`config.mk`:
```
export PLATFORM = sky130hd
export DESIGN_NAME = bp_fetch_pc_unit
export DESIGN_NICKNAME = d
export VERILOG_FILES = /design/src/rtl/bp_fetch_pc_unit.sv
export SDC_FILE = /design/constraint.sdc
export NUM_CORES = 2
export LEC_CHECK = 0
export CORE_AREA = 2 2 352 354
export DETAILED_ROUTE_END_ITERATION = 6
export DIE_AREA = 0 0 354 356
export HOLD_SLACK_MARGIN = 0.1
export PLACE_DENSITY = 0.64
export SKIP_CTS_REPAIR_TIMING = 1
export SYNTH_ARGS = -nofsm -noshare
export SYNTH_HDL_FRONTEND = slang
export SYNTH_SLANG_ARGS = --single-unit
```
`constraint.sdc`:
```
create_clock -name clk_i -period 13.45 [get_ports clk_i]
set_input_delay 2.69 -clock clk_i [delete_from_list [all_inputs] [get_ports clk_i]]
set_output_delay 2.69 -clock clk_i [all_outputs]
set_load 0.005 [all_outputs]
```
`src/rtl/bp_fetch_pc_unit.sv`:
```
// bp_fetch_pc_unit: IF-stage PC register with a direct-mapped two-bit branch
// predictor. The lookup is combinational on pc_IF. Training and redirects come
// from the EX-stage branch resolution. Statistics counters track resolved
// control transfers and mispredicts.
module bp_fetch_pc_unit #(
    parameter int          ENTRIES  = 16,
    parameter int          IDX_W    = $clog2(ENTRIES),
    parameter logic [31:0] RESET_PC = 32'h0000_0000,
    parameter int          CNT_W    = 32
) (
    input  logic             clk_i,
    input  logic             rst_ni,
    input  logic             stall_PC,
    input  logic             comp_i,
    input  logic [31:0]      PC_jump_EX,
    input  logic [6:0]       op_ex,
    input  logic [31:0]      pc_EX,
    input  logic             PCSel_EX,
    input  logic [31:0]      alu,
    output logic [31:0]      pc_IF,
    output logic             pred_taken,
    output logic [31:0]      pred_target,
    output logic [CNT_W-1:0] br_cnt,
    output logic [CNT_W-1:0] mispred_cnt
);

    localparam int TAG_W = 32 - IDX_W - 2;

    // Predictor table: one entry per index, no associativity.
    logic             valid_q [ENTRIES];
    logic             valid_d [ENTRIES];
    logic [TAG_W-1:0] tag_q   [ENTRIES];
    logic [TAG_W-1:0] tag_d   [ENTRIES];
    logic [31:0]      tgt_q   [ENTRIES];
    logic [31:0]      tgt_d   [ENTRIES];
    logic [1:0]       ctr_q   [ENTRIES];
    logic [1:0]       ctr_d   [ENTRIES];

    logic [31:0]      pc_q, pc_d;
    logic [CNT_W-1:0] br_cnt_q, br_cnt_d;
    logic [CNT_W-1:0] mispred_cnt_q, mispred_cnt_d;

    logic [IDX_W-1:0] lk_idx, up_idx;
    logic [TAG_W-1:0] lk_tag, up_tag;
    logic             lk_hit, up_hit, upd;

    // Opcode low bits and the byte offset of pc_EX carry no predictor information.
    logic unused_ok;
    assign unused_ok = ^{op_ex[3:0], pc_EX[1:0]};

    assign lk_idx = pc_q[IDX_W+1:2];
    assign lk_tag = pc_q[31:IDX_W+2];
    assign up_idx = pc_EX[IDX_W+1:2];
    assign up_tag = pc_EX[31:IDX_W+2];

    // BRANCH, JAL and JALR all share opcode bits 110; everything else is a bubble.
    assign upd = (op_ex[6:4] == 3'b110);

    // Lookup reads registered table contents only, so a same-cycle update is not bypassed.
    always_comb begin
        lk_hit      = valid_q[lk_idx] && (tag_q[lk_idx] == lk_tag);
        up_hit      = valid_q[up_idx] && (tag_q[up_idx] == up_tag);
        pred_taken  = lk_hit && ctr_q[lk_idx][1];
        pred_target = pred_taken ? tgt_q[lk_idx] : (pc_q + 32'd4);
    end

    // Next PC: an EX redirect beats a stall, and a stall beats the prediction.
    always_comb begin
        pc_d = pred_target;
        if (comp_i) begin
            pc_d = PC_jump_EX;
        end else if (stall_PC) begin
            pc_d = pc_q;
        end
    end

    // Table training from the EX resolution; the stall does not gate it.
    always_comb begin
        valid_d = valid_q;
        tag_d   = tag_q;
        tgt_d   = tgt_q;
        ctr_d   = ctr_q;
        if (upd) begin
            if (up_hit) begin
                if (PCSel_EX) begin
                    tgt_d[up_idx] = alu;
                    if (ctr_q[up_idx] != 2'b11) begin
                        ctr_d[up_idx] = ctr_q[up_idx] + 2'b01;
                    end
                end else if (ctr_q[up_idx] != 2'b00) begin
                    ctr_d[up_idx] = ctr_q[up_idx] - 2'b01;
                end
            end else if (PCSel_EX) begin
                // A taken miss allocates as weak-taken, evicting any aliasing entry.
                valid_d[up_idx] = 1'b1;
                tag_d[up_idx]   = up_tag;
                tgt_d[up_idx]   = alu;
                ctr_d[up_idx]   = 2'b10;
            end
        end
    end

    // Statistics: a redirect without a resolving instruction is not counted.
    always_comb begin
        br_cnt_d      = br_cnt_q + (upd ? CNT_W'(1) : CNT_W'(0));
        mispred_cnt_d = mispred_cnt_q + ((upd && comp_i) ? CNT_W'(1) : CNT_W'(0));
    end

    // State registers; reset invalidates the whole table at once.
    always_ff @(posedge clk_i or negedge rst_ni) begin
        if (!rst_ni) begin
            pc_q          <= RESET_PC;
            br_cnt_q      <= '0;
            mispred_cnt_q <= '0;
            for (int i = 0; i < ENTRIES; i++) begin
                valid_q[i] <= 1'b0;
                tag_q[i]   <= '0;
                tgt_q[i]   <= '0;
                ctr_q[i]   <= 2'b01;
            end
        end else begin
            pc_q          <= pc_d;
            br_cnt_q      <= br_cnt_d;
            mispred_cnt_q <= mispred_cnt_d;
            valid_q       <= valid_d;
            tag_q         <= tag_d;
            tgt_q         <= tgt_d;
            ctr_q         <= ctr_d;
        end
    end

    assign pc_IF       = pc_q;
    assign br_cnt      = br_cnt_q;
    assign mispred_cnt = mispred_cnt_q;

endmodule

```
==> out/results.ini <==
[run_status]
outcome = completed

[floorplanning]
die_h_um = 356
die_x_um = 354
row_count = 129
start_util_pct = 44.6
ioPinCount = 237
dieArea_mm2 = 0.126
core_region_area_mm2 = 0.123

[sta]
rsz0062_at_grt = false
setup_viol = 0
hold_violations = 0
maxSlewViolCount = 0
finalCritPeriodShare_pct = 71.9
fmax_mhz = 103
skew_ns = 0.0644
finalSetupTns_ns = 0
worst_pin_slew_ns = 1.16
min_period_ns = 9.67
max-slew-margin-rel_pct = 22.7

[synth]
ys_types = 83
syn_area_per_cell_um2 = 14.5
synth_edf_count = 0
synth_top_flop_cell = dfrtp_1
synth_common_cells = dfrtp_1 (1056), mux2_2 (975), mux4_2 (311)
syn_inst = 3764
synth_nets = 3879
post-synth-top-count-cell = dfrtp_1
synth.largest_area_cell = dfrtp_1
synth-seq-cells = 1072
yosysWarnings = 0
synth_area_mm2 = 0.0547
yosysSeqAreaShare_pct = 49.0
synth.area.top_cells = dfrtp_1 (48%), mux2_2 (20%), mux4_2 (13%)
synthArstFlopShare_pct = 100
synth_top_area_share_pct = 48.3

[route]
drc_errors = 0
routed_via_density = 6.15
drt_iter0_drc = 2908
wl_mm = 161
drtAntennaViolNets = 0
first_pass_iters = 5
wl_per_cell_um = 28.8
num_vias = 34400

[clocking]
path_clk_slew_ns = 0.06
cts_sinks = 1072
htreeDepth = 3
cts_made_buffers = 117
insertion_delay_ns = 0.76
clock_path_buffers = 3
cts_tree = done
cts_root_buffer = clkbuf_16

[global_routing]
grt_pass1_wl_mm = 240
grt-ovfl-total = 0
groute.usage.overall_pct = 25.5
grt_max_degree = 161
grt_antenna_before_repair = 12
grt_pass1_vias = 35100

[place]
hpwl_mm = 95.4
place_congestion = 0.849
io_buffers = 230

[critical_path]
reg2regPathDepth = 11
endpoint_kind = output pin
crit_arrival_ns = 6.98
cp_num_buf_inv = 3
critPathKind = reg2out
path_cells = buf_12 -> mux4_1 -> a22o_1 -> a221oi_1 -> xnor2_1 -> or4b_2 -> nor4_2 -> nand2_2 -> buf_4 -> a31oi_1 -> clkdlybuf4s50_1
startpoint_type = flop
critPathSlowestCell = dfrtp_4
rrSetupSlack_ns = 7.66
critPathMaxFanout = 71
crit_cells = 11
critical_path_required_ns = 10.76
critPathTopFamily = compound AO/OA/AOI/OAI gates
critPathMaxStageDelay_ns = 0.97

[power_and_ir_drop]
p_leak_nw = 28.0
pwr_density_cell_mw_per_mm2 = 132
ir_drop_v = 0.000112

[hold_path]
worstHoldPathCells = 1
hold_class = reg2reg

[cells_and_area]
utilization_pct = 50.8
drive_gt1_share_pct = 43.5
syn_to_final_growth_pct = 13.9
fin_nets = 3974

[job]
max_cap_violations = 0

## flip-flops by register name, summed over array words and instances (netlist names)
signal,count
mispred_cnt,32
pc_IF,32
ctr_q,32
tgt_q,512
tag_q,416
valid_q,16
br_cnt,32
## where the power goes
part	switching (mW)	internal (mW)	total (mW)
Combinational	0.580	0.622	1.20
Sequential	0.223	3.49	3.71
Clock	1.39	1.95	3.34
## cell type report
type                       instances  area, µm²
sequential                      1072      26900
inverter                          16       62.6
clock inverter                    42        505
multi-input combinational       2343      26400
clock buffer                     175       3530
tap                             1637       2050
timing repair buffer             309       2970
antenna                            2       5.00
fill                           10400      60300
## per-layer routing
| metal | GRT usage (%) | vias to the layer above | wire length [µm] |
|---|---|---|---|
| li1 | - | 14400 | - |
| met1 | 37.3 | 18500 | 72300 |
| met2 | 38.9 | 1225 | 73000 |
| met3 | 5.14 | 256 | 11300 |
| met4 | 6.79 | 14 | 4190 |
| met5 | 0 | - | 86 |
## stage by stage
stage          cell area, µm²  hold slack, ns  std cells  power [mW]  setup slack, ns
2_1_floorplan           54700           0.450       3764        4.48             7.12
3_3_place_gp            58300           0.465       5377        4.94             4.66
3_5_place_dp            58300           0.470       5377        4.96             4.65
4_1_cts                 62400           0.484       5594        8.32             3.79
5_1_grt                 62400           0.498       5596        8.57             3.57
6_report                62400           0.482       5596        8.25             3.78
## cell usage in the layout, fill, tap and decap left out, drive strengths merged, types with 18 or more instances in the layout
cell type,n
o21a,24
buf,86
clkdlybuf4s50,223
clkinv,31
dfrtp,1056
a21oi,44
nand2,103
nand4,28
mux2i,150
a2bb2oi,26
a21o,29
nand3,54
and3,24
o211ai,26
or3,26
mux4,328
mux2,975
clkbuf,175
a22oi,49
inv,18
nor3,23
xnor2,81
nor2,71
o21ai,31
or2,24
xor2,64
## cell families after synthesis
family | share of synthesized area, %
flip-flops | 49.0
XOR/XNOR | 2.32
AO/OA/AOI/OAI | 4.76
buffers and inverters | 3.16
AND/OR/NAND/NOR | 4.16
adder cells (fa/ha/maj) | 0.160
multiplexers | 36.4
## final timing paths
check | from | end
worst max-delay path | pc_IF[2] | pred_target[22]
worst min-delay path | br_cnt[31] | br_cnt[31]
worst max register to register | pc_IF[2] | pc_IF[3]
worst min register to register | br_cnt[31] | br_cnt[31]
max in group asynchronous | rst_ni | mispred_cnt[30]
min in group asynchronous | rst_ni | tag_q[253]
## worst reg2reg max path: stages (launching register included)
cell and delay [ns]:
dfrtp_4 0.97, buf_12 0.52, mux4_1 0.84, a22o_1 0.20
a221oi_1 0.89, xnor2_1 0.18, or4b_2 0.68, nor4_2 0.40
nand2_2 0.07, buf_4 0.37, a211oi_1 0.41, o31ai_1 0.11
Note: power is estimated with default switching activity, not from simulation.
